===== config.mk =====
export PLATFORM = sky130hd
export DESIGN_NAME = updw_monitor
export DESIGN_NICKNAME = d
export VERILOG_FILES = /design/src/rtl/updw_monitor.sv
export SDC_FILE = /design/constraint.sdc
export NUM_CORES = 1
export LEC_CHECK = 0
export CORE_MARGIN = 2
export CORE_UTILIZATION = 56
export CTS_BUF_LIST = sky130_fd_sc_hd__clkbuf_8 sky130_fd_sc_hd__clkbuf_16
export DETAILED_ROUTE_END_ITERATION = 7
export GPL_ROUTABILITY_DRIVEN = 0
export PLACE_DENSITY = 0.92
export SLEW_MARGIN = 20
export SYNTH_ARGS = -nofsm -noshare
export SYNTH_HDL_FRONTEND = slang
export SYNTH_SLANG_ARGS = --single-unit

===== constraint.sdc =====
create_clock -name clk -period 5.5 [get_ports clk]
set_input_delay 1.65 -clock clk [delete_from_list [all_inputs] [get_ports clk]]
set_output_delay 1.65 -clock clk [all_outputs]
set_load 0.02 [all_outputs]

===== src/rtl/updw_monitor.sv =====
// Receive-side checker for an up/down triangle count (0..MAX..0).
// It acquires the direction, locks after LOCK_CNT consistent steps, then flags deviations and reports peaks/troughs.
module updw_monitor #(
  parameter int WIDTH    = 3,
  parameter int LOCK_CNT = 4,
  parameter int CNT_W    = 8
) (
  input  logic             clk,
  input  logic             reset,
  input  logic             en,
  input  logic [WIDTH-1:0] din,
  output logic             locked,
  output logic             dir_up,
  output logic             err,
  output logic             peak,
  output logic             trough,
  output logic [CNT_W-1:0] period_count,
  output logic [CNT_W-1:0] err_count
);

  // state  | meaning
  // HUNT   | no reference sample yet
  // ACQ    | have a reference, looking for a +/-1 step to set direction
  // TRACK  | direction known, counting consistent steps toward lock
  // LOCKED | sequence tracked; mismatches raise err
  typedef enum logic [1:0] {HUNT, ACQ, TRACK, LOCKED} state_t;

  localparam int MC_W = $clog2(LOCK_CNT + 1);
  localparam logic [WIDTH-1:0] MAX    = '1;
  localparam logic [WIDTH-1:0] ONE    = WIDTH'(1);
  localparam logic [WIDTH-1:0] ZERO   = '0;
  localparam logic [MC_W-1:0]  MC_ONE = MC_W'(1);
  localparam logic [MC_W-1:0]  MC_LCK = MC_W'(LOCK_CNT);

  state_t           state, state_nxt;
  logic [WIDTH-1:0] prev, prev_nxt;
  logic             dir, dir_nxt;
  logic [MC_W-1:0]  match_cnt, match_nxt;
  logic             err_nxt, peak_nxt, trough_nxt;
  logic [CNT_W-1:0] pc_nxt, ec_nxt;

  logic [WIDTH-1:0] exp_val;
  logic             exp_dir;
  logic             match, acq_up, acq_dn;

  always_ff @(posedge clk) begin
    if (reset) begin
      state        <= HUNT;
      prev         <= '0;
      dir          <= 1'b0;
      match_cnt    <= '0;
      err          <= 1'b0;
      peak         <= 1'b0;
      trough       <= 1'b0;
      period_count <= '0;
      err_count    <= '0;
    end else begin
      state        <= state_nxt;
      prev         <= prev_nxt;
      dir          <= dir_nxt;
      match_cnt    <= match_nxt;
      err          <= err_nxt;
      peak         <= peak_nxt;
      trough       <= trough_nxt;
      period_count <= pc_nxt;
      err_count    <= ec_nxt;
    end
  end

  // Next value predicted from the last accepted sample, including turnaround at the ends.
  always_comb begin
    exp_val = prev + ONE;
    exp_dir = 1'b1;
    if (dir) begin
      if (prev == MAX) begin
        exp_val = MAX - ONE;
        exp_dir = 1'b0;
      end
    end else if (prev == ZERO) begin
      exp_val = ONE;
      exp_dir = 1'b1;
    end else begin
      exp_val = prev - ONE;
      exp_dir = 1'b0;
    end
  end

  assign match  = (din == exp_val);
  assign acq_up = (prev != MAX)  && (din == prev + ONE);
  assign acq_dn = (prev != ZERO) && (din == prev - ONE);

  always_comb begin
    state_nxt = state;
    prev_nxt  = prev;
    dir_nxt   = dir;
    match_nxt = match_cnt;
    if (en) begin
      prev_nxt = din;
      unique case (state)
        HUNT: state_nxt = ACQ;
        ACQ: begin
          if (acq_up || acq_dn) begin
            dir_nxt   = acq_up;
            match_nxt = MC_ONE;
            state_nxt = (LOCK_CNT == 1) ? LOCKED : TRACK;
          end else begin
            match_nxt = '0;
          end
        end
        TRACK: begin
          if (match) begin
            dir_nxt   = exp_dir;
            match_nxt = match_cnt + MC_ONE;
            if (match_cnt + MC_ONE == MC_LCK) state_nxt = LOCKED;
          end else begin
            match_nxt = '0;
            state_nxt = ACQ;
          end
        end
        LOCKED: begin
          if (match) begin
            dir_nxt = exp_dir;
          end else begin
            match_nxt = '0;
            state_nxt = ACQ;
          end
        end
        default: state_nxt = HUNT;
      endcase
    end
  end

  always_comb begin
    err_nxt    = 1'b0;
    peak_nxt   = 1'b0;
    trough_nxt = 1'b0;
    pc_nxt     = period_count;
    ec_nxt     = err_count;
    if (en && state == LOCKED) begin
      if (match) begin
        peak_nxt   = (din == MAX);
        trough_nxt = (din == ZERO);
        if (din == ZERO && !(&period_count)) pc_nxt = period_count + CNT_W'(1);
      end else begin
        err_nxt = 1'b1;
        if (!(&err_count)) ec_nxt = err_count + CNT_W'(1);
      end
    end
  end

  assign locked = (state == LOCKED);
  assign dir_up = dir;

endmodule

== Word-level counts from Yosys, hierarchy flattened ==
Cells that the tools add are included.

* RAM bits: 0
* Bits in registers: 28
* Memories kept: 0
* Memory bits (read-only): 0
* Bits in latches: 0
* Input port bits: 6

* Div/mod/pow operators: 0
* $lt $le $gt $ge: 0
* $mul: 0
* Equality and inequality tests: 14
* Muxes and demuxes: 19
* Reduce and logical (&&, ||, !) cells: 22
* $add $sub $neg: 5
* Shifts and indexed selects: 0
* Bitwise operators: 3

{| class="wikitable"
|+ Operators by type and width
! operator !! number
|-
| adder 8 x 1 -> 8 bit (second input constant) || 2
|-
| AND reduction 8 bit || 2
|-
| two-way mux 3 bit || 5
|-
| equality test 3 bit || 3
|-
| equality test 3 bit (second input constant) || 3
|-
| one-hot mux 3 bit (3 select lines) || 1
|-
| AND reduction 3 bit || 3
|-
| two-way mux 2 bit || 4
|-
| one-hot mux 2 bit (4 select lines) || 1
|-
| AND reduction 4 bit || 2
|-
| two-way mux 1 bit || 7
|-
| adder 3 x 1 -> 3 bit (second input constant) || 2
|-
| logical NOT 3 bit || 2
|-
| != test 3 bit (second input constant) || 2
|-
| nonzero test 3 bit || 2
|-
| equality test 2 bit (second input constant) || 2
|-
| logical AND 1 bit || 4
|-
| != test 2 bit (second input constant) || 2
|-
| OR reduction 2 bit || 2
|-
| NOT 1 bit || 3
|-
| OR reduction 3 bit || 1
|-
| subtractor 3 x 1 -> 3 bit (second input constant) || 1
|-
| equality test 2 x 1 -> 1 bit (second input constant) || 1
|-
| logical NOT 2 bit || 1
|-
| other kinds (5) || 5
|}

== Logic depth before layout (Yosys ltp) ==
Gate-level depths: netlist of the first run.

* Word-level depth: 6
* Mapped depth: 11
* Depth with buffers taken out: 9

== Worst setup path after synthesis of the first run ==
Ideal clock, no wire load.

* Path type: input port to flip-flop
* Start: input port din[2]
* End: register dir, in the netlist dir_up
* Cell stages on the path: 7
* Setup slack: 2.049 ns
* Arrival time: 3.327 ns
* Buffers on the path: 2
* Cells stage by stage: clkbuf_1 -> or4b_1 -> and3_1 -> buf_6 -> and3_1 -> o221ai_1 -> mux2_1

* Cells in the longest elaborated chain, start to end: 5
* Elaborated cells on any way between the ends: 11

{| class="wikitable"
|+ RTL lines
! element !! RTL line !! text
|-
| start: declaration || 11 || <nowiki>input logic [WIDTH-1:0] din,</nowiki>
|-
| equality test 3 bit, on equally long branches || 89, 90 ||
|-
| logical AND 1 bit, on equally long branches || 89, 90 ||
|-
| logical OR 1 bit || 102 || <nowiki>if (acq_up || acq_dn) begin</nowiki>
|-
| != test 2 bit (no line) || - ||
|-
| AND reduction 4 bit (no line) || - ||
|-
| end signal: assignment || 60 || <nowiki>dir <= dir_nxt;</nowiki>
|-
| end: declaration || 37 || <nowiki>logic dir, dir_nxt;</nowiki>
|}

Parallel ways exist; a longest one is shown, timed or not. The select of a mux whose other input is x is not followed.
A chain may end at the register's enable or synchronous reset.

== Final worst setup path of the first run ==
* Start: input port din[2]
* End: register period_count[7]

* Cells in the longest elaborated chain, start to end: 3
* Elaborated cells on any way between the ends: 4

{| class="wikitable"
|+ RTL lines
! element !! RTL line !! text
|-
| logical NOT 3 bit || 143 || <nowiki>if (din == ZERO && !(&period_count)) pc_nxt = period_count + CNT_W'(1);</nowiki>
|-
| logical AND 1 bit || 143 ||
|-
| AND reduction 3 bit (no line) (*) || - ||
|-
| end signal: assignment || 65 || <nowiki>period_count <= pc_nxt;</nowiki>
|-
| end: declaration || 17 || <nowiki>output logic [CNT_W-1:0] period_count,</nowiki>
|}

Mark *: on every way between the ends. The rest lies on a longest branch, timed or not.

==> results of run 1 <==
==> layout by cell type (no fill, tap or decap), drive strengths merged, types with 2 or more instances in the layout <==
cell type       n
a22oi           2
nor3b           2
nor2           22
clkbuf          3
and3            4
nand3          13
clkdlybuf4s50  26
a211oi          6
nand2          11
inv            11
o221ai          2
o31ai           2
or3             7
and2            3
o2111ai         2
nor4            2
nor2b           6
dfxtp          28
a31oi           2
xor2            4
o21ai           8
mux2            3
a21oi          11
ha             14
xnor2           7
mux2i           7
==> path summary, 6_finish.rpt <==
path | to
setup / recovery | period_count[7]$_SDFFE_PP0P_
hold reg to reg | period_count[7]$_SDFFE_PP0P_
setup reg to reg | period_count[7]$_SDFFE_PP0P_
hold / removal | period_count[7]$_SDFFE_PP0P_
==> registers in the layout (all words and copies together) (netlist names) <==
register      count
prev              3
state             2
trough            1
err_count         8
err               1
match_cnt         3
period_count      8
dir_up            1
peak              1
==> worst max-delay path, stage by stage <==
cell and delay [ps]:
clkdlybuf4s50_1 630, a21oi_1 80, o31ai_1 90, and3_1 490
o2111ai_2 430, or4_1 570, a21oi_1 140
==> logic make-up after synthesis <==
family                     after synthesis  synth area share
adders and majority gates               14            0.1015
muxes                                   10           0.06232
AOI/OAI and AO/OA                       43            0.1899
and+or+nand+nor                         74            0.2174
DFF                                     28            0.3246
buffers and inverters                   20           0.04854
xor gates and xnor gates                11           0.05580
==> cell type report <==
| cell class | count | area share |
|---|---|---|
| timing repair buffer | 26 | 0.1265 |
| sequential | 28 | 0.2725 |
| inverter | 11 | 0.02007 |
| clock inverter | 1 | 0.01460 |
| tap | 33 | 0.02007 |
| clock buffer | 3 | 0.02007 |
| multi-input combinational | 152 | 0.5262 |
==> power breakdown <==
part	internal, mW	switching (mW)
combinational	0.0286	0.0442
sequential	0.207	0.00584
clock	0.0976	0.0692
==> routing by layer <==
| layer | up-vias | global-route usage | share of wire |
|---|---|---|---|
| met5 | - | 0 | 0 |
| met4 | 0 | 0.07619 | 0.0098 |
| met3 | 6 | 0.01528 | 0.036 |
| met2 | 39 | 0.3407 | 0.50 |
| met1 | 721 | 0.2769 | 0.45 |
| li1 | 750 | - | - |
==> impl_metrics.csv, run 1 <==
group,metric,value,unit
synthesis,synth_edf_count,0,
final_layout,multiInputGateArea,1082,um2
synthesis,ys_types,47,
timing,hold_violations,0,
die,dieWidth,59.53,um
grt,grt_pass1_vias,1326,
synthesis,syn_inst,200,
timing,timing.final.ws_setup,1618,ps
clock_tree,clock_latency,280,ps
timing,min_period,3882,ps
setup_path,startpoint_type,"input pin",
clock_tree,path_clk_slew,100,ps
final_layout,nFillCells,237,
timing,whs,505.4,ps
place,dp_cells,250,
grt,antenna_found_initial,0,
setup_path,end_kind,"flip-flop",
power,power,0.4526,mW
final_layout,area_delta_synth_final,19.13,%
place,pre_cts_ws,1332,ps
synthesis,yosys.area.top_type_share,0.3246,
drt,avgViaCountPerCell,5.969,
timing,tightest_slew,1105,ps
synthesis,ys_top_cells_by_area,"dfxtp_1 (32%), ha_1 (10%), nor2_1 (4.8%)",
synthesis,avgSynthCellArea,8.633,um2
drt,drc,0,
timing,slew_headroom,0.2612,
setup_path,worstPathArrival,4080,ps
power,p_leak,0.7513,nW
synthesis,yosysWarnings,0,
power,power_density,220.0,nW/um2
synthesis,synth-main-ff-cell,"dfxtp_1",
drt,drtPass1Iterations,4,
timing,rsz0062_at_grt,"no",
setup_path,r2r-start,"prev[0]$_SDFFE_PP0P_",
die,core_area,3003,um2
timing,tns,0,ps
clock_tree,cts_hold_buf,0,
final_layout,drive_above_1_share,0.04977,
clock_tree,cts_sinks,28,
setup_path,crit_type,"in2reg",
setup_path,crit_path_start,"din[2]",
die,dieArea,3543,um2
timing,slew_viol_final,0,
drt,wl,3.466,mm
final_layout,insertedDiodeCount,0,
grt,grt_use_total,0.2048,
synthesis,synthArstFlopShare,0,
clock_tree,postCtsSetupBuffers,0,
timing,period_share,0.7058,
final_layout,instances_no_fill,254,
clock_tree,cts_max_level,1,
final_layout,nets,242,
timing,setup_viol,0,
die,start_util,0.5750,
min_path,hold_start,"period_count[7]$_SDFFE_PP0P_",
setup_path,cp_max_fo,14,
die,io_pins,27,
timing,skew,5.590,ps
place,dpl-instance-area,1986,um2
final_layout,final_core_util,0.6850,
place,io_buffers,26,
place,dp_hpwl,2.490,mm
synthesis,syn_nets,220,
synthesis,synth_most_common_cell,"dfxtp_1",
die,rows,20,
clock_tree,ctsResizeCount,0,
setup_path,r2r_slack,2580,ps
run_status,status,"complete, no violations",
synthesis,seq_area_frac_synth,0.3246,
clock_tree,cts_tree,"yes",
clock_tree,tritoncts.num_buffers,3,
synthesis,synth.largest_area_cell,"dfxtp_1",
clock_tree,clk_path_buf_depth,2,
drt,vias,1516,
drt,wl_per_cell,13.65,um
setup_path,reg2reg_depth,8,
grt,grt.overflow.total,0,
job,cap_violations,0,
min_path,min_path_cells,2,
synthesis,ys_top_cells_by_count,"dfxtp_1 (28), nor2_1 (22), ha_1 (14)",
timing,fmax,0.2576,GHz
min_path,hold_class,"reg2reg",
synthesis,synth.ff_latch_count,28,
drt,ant_nets,0,
synthesis,syn-cell-area,1727,um2
setup_path,worstPathRequired,5700,ps
grt,grt_pass1_wl,5.706,mm
final_layout,ff_latch_area,560.5,um2
grt,grt_start_max_net_pins,31,
clock_tree,cts_root_buffer,"clkbuf_8",
drt,drt-initial-drc-count,79,
final_layout,fin_area,2057,um2
die,die_y,59.53,um
power,ir_drop,0.1133,mV
(Power assumes the default switching activity.)
==> inputs of run 2 (changes only) <==
- CORE_UTILIZATION: 56 -> 53
- PLACE_DENSITY: 0.92 -> 0.88
- clock period: 5.5 -> 4.07 ns (I/O delays scaled with it)
==> run 2 against run 1 <==
  * Final cell count up 5.1%
  * Worst setup slack lost 1000 ps
  * Critical path depth unchanged
  * Register-to-register slack lost 1400 ps
  * Sequential share of layout area shrank 0.38 points
  * Global-route usage rose by 0.64 points
  * Hold slack better by 5.0 ps
  * Design area up 1.4%
  * Largest power group unchanged
==> impl_metrics.csv, run 2 (same netlist as run 1, synthesis figures left out) <==
group,metric,value,unit
run_status,status,"complete, no violations",
drt,ant_nets,0,
setup_path,cp_top_family,"simple AND/OR/NAND/NOR gates",
job,cap_violations,0,
final_layout,insertedDiodeCount,0,
drt,vias,1514,
timing,fmax,0.2898,GHz
clock_tree,clock_latency,280,ps
min_path,hold_class,"reg2reg",
timing,slew_viol_final,0,
place,io_buffers,26,
clock_tree,postCtsSetupBuffers,0,
drt,drtPass1Iterations,4,
timing,skew,4.052,ps
place,dpl-instance-area,2014,um2
timing,slew_headroom,0.4528,
drt,drt-initial-drc-count,57,
setup_path,crit_buf_inv,1,
power,power,0.6097,mW
setup_path,end_kind,"flip-flop",
timing,setup_viol,0,
timing,tns,0,ps
final_layout,layout_commonest_cell,"dfxtp_1",
clock_tree,cts_root_buffer,"clkbuf_8",
setup_path,crit_slowest_cell,"clkdlybuf4s50_1",
final_layout,nets,244,
die,dieWidth,61.08,um
timing,rsz0062_at_grt,"no",
grt,grt_use_total,0.2112,
setup_path,worstPathArrival,3650,ps
power,power_density,292.3,nW/um2
drt,drc,0,
final_layout,instances_no_fill,267,
die,io_pins,27,
timing,period_share,0.8480,
final_layout,final_core_util,0.6776,
drt,avgViaCountPerCell,5.670,
timing,whs,510.4,ps
place,dp_hpwl,2.626,mm
grt,grt_pass1_wl,5.968,mm
clock_tree,path_clk_slew,100,ps
final_layout,fin_area,2086,um2
setup_path,crit_top_cell,"a21oi_1",
die,rows,20,
final_layout,multiInputGateArea,1082,um2
final_layout,drive_above_1_share,0.05830,
drt,wl,3.534,mm
place,pre_cts_ws,338.2,ps
timing,timing.final.ws_setup,618.8,ps
setup_path,crit_type,"in2reg",
clock_tree,cts_sinks,28,
timing,hold_violations,0,
final_layout,layout_common_cells,"dfxtp_1 (28), clkdlybuf4s50_1 (26), nor2_1 (22)",
setup_path,cp_max_fo,14,
final_layout,nFillCells,246,
grt,antenna_found_initial,0,
clock_tree,cts_tree,"yes",
setup_path,critPathMaxStageDelay,620,ps
final_layout,area_delta_synth_final,20.80,%
die,dieArea,3730,um2
clock_tree,ctsResizeCount,0,
die,die_y,61.08,um
grt,grt_pass1_vias,1399,
clock_tree,tritoncts.num_buffers,3,
clock_tree,clk_path_buf_depth,2,
timing,min_period,3451,ps
final_layout,ff_latch_area,560.5,um2
place,dp_cells,263,
setup_path,startpoint_type,"input pin",
clock_tree,cts_max_level,1,
setup_path,cp_cell_sequence,"clkdlybuf4s50_1 -> a21oi_1 -> o31ai_1 -> and3_1 -> o2111ai_2 -> or4_1 -> a21oi_1",
drt,wl_per_cell,13.24,um
grt,grt_start_max_net_pins,22,
die,core_area,3078,um2
die,start_util,0.5610,
final_layout,largestRegisters,"err_count: 8 flops, period_count: 8 flops",
clock_tree,cts_hold_buf,0,
setup_path,worstPathRequired,4270,ps
grt,grt.overflow.total,0,
timing,tightest_slew,818.3,ps
power,ir_drop,0.1669,mV
power,p_leak,0.7609,nW
## run 2: changes by cell type in the layout (fill, tap and decap cells not counted)
cell	previous run	this run
buf_4	0	2
## run 2: area by class of cell
class | instances | share of cell area
Sequential cell | 28 | 0.2687
Tap cell | 44 | 0.02639
Clock inverter | 1 | 0.01440
Multi-Input combinational cell | 152 | 0.5189
Inverter | 11 | 0.01980
Clock buffer | 3 | 0.01980
Timing Repair Buffer | 28 | 0.1320
## run 2: path summary, 6_finish.rpt
check / from / end / slack [ps] / cells after the start
worst max register to register: prev[0]$_SDFFE_PP0P_ / period_count[7]$_SDFFE_PP0P_ / 1170 / 8
worst min register to register: period_count[6]$_SDFFE_PP0P_ / period_count[6]$_SDFFE_PP0P_ / 510 / 2
worst min-delay path: period_count[6]$_SDFFE_PP0P_ / period_count[6]$_SDFFE_PP0P_ / 510 / 2
worst max-delay path: din[2] / period_count[7]$_SDFFE_PP0P_ / 620 / 7
## run 2: metal layers
| layer | track usage | share of wire | vias to the layer above |
|---|---|---|---|
| met4 | 0.08385 | 0.014 | 0 |
| met3 | 0.02941 | 0.044 | 6 |
| li1 | - | - | 759 |
| met2 | 0.3526 | 0.47 | 45 |
| met5 | 0 | 0 | - |
| met1 | 0.2755 | 0.47 | 704 |
## run 2: tightest hold or removal path: cells and delay by family (launching register included)
kind / cells / cell delay (ps)
compound gates: 2 / 130
flops: 1 / 340
## run 2: report_power, final
group	internal, mW	total [mW]	switching, mW
Combinational	0.0399	0.101	0.0606
Sequential	0.280	0.288	0.00784
Clock	0.132	0.221	0.0897
Total	0.451	0.610	0.158
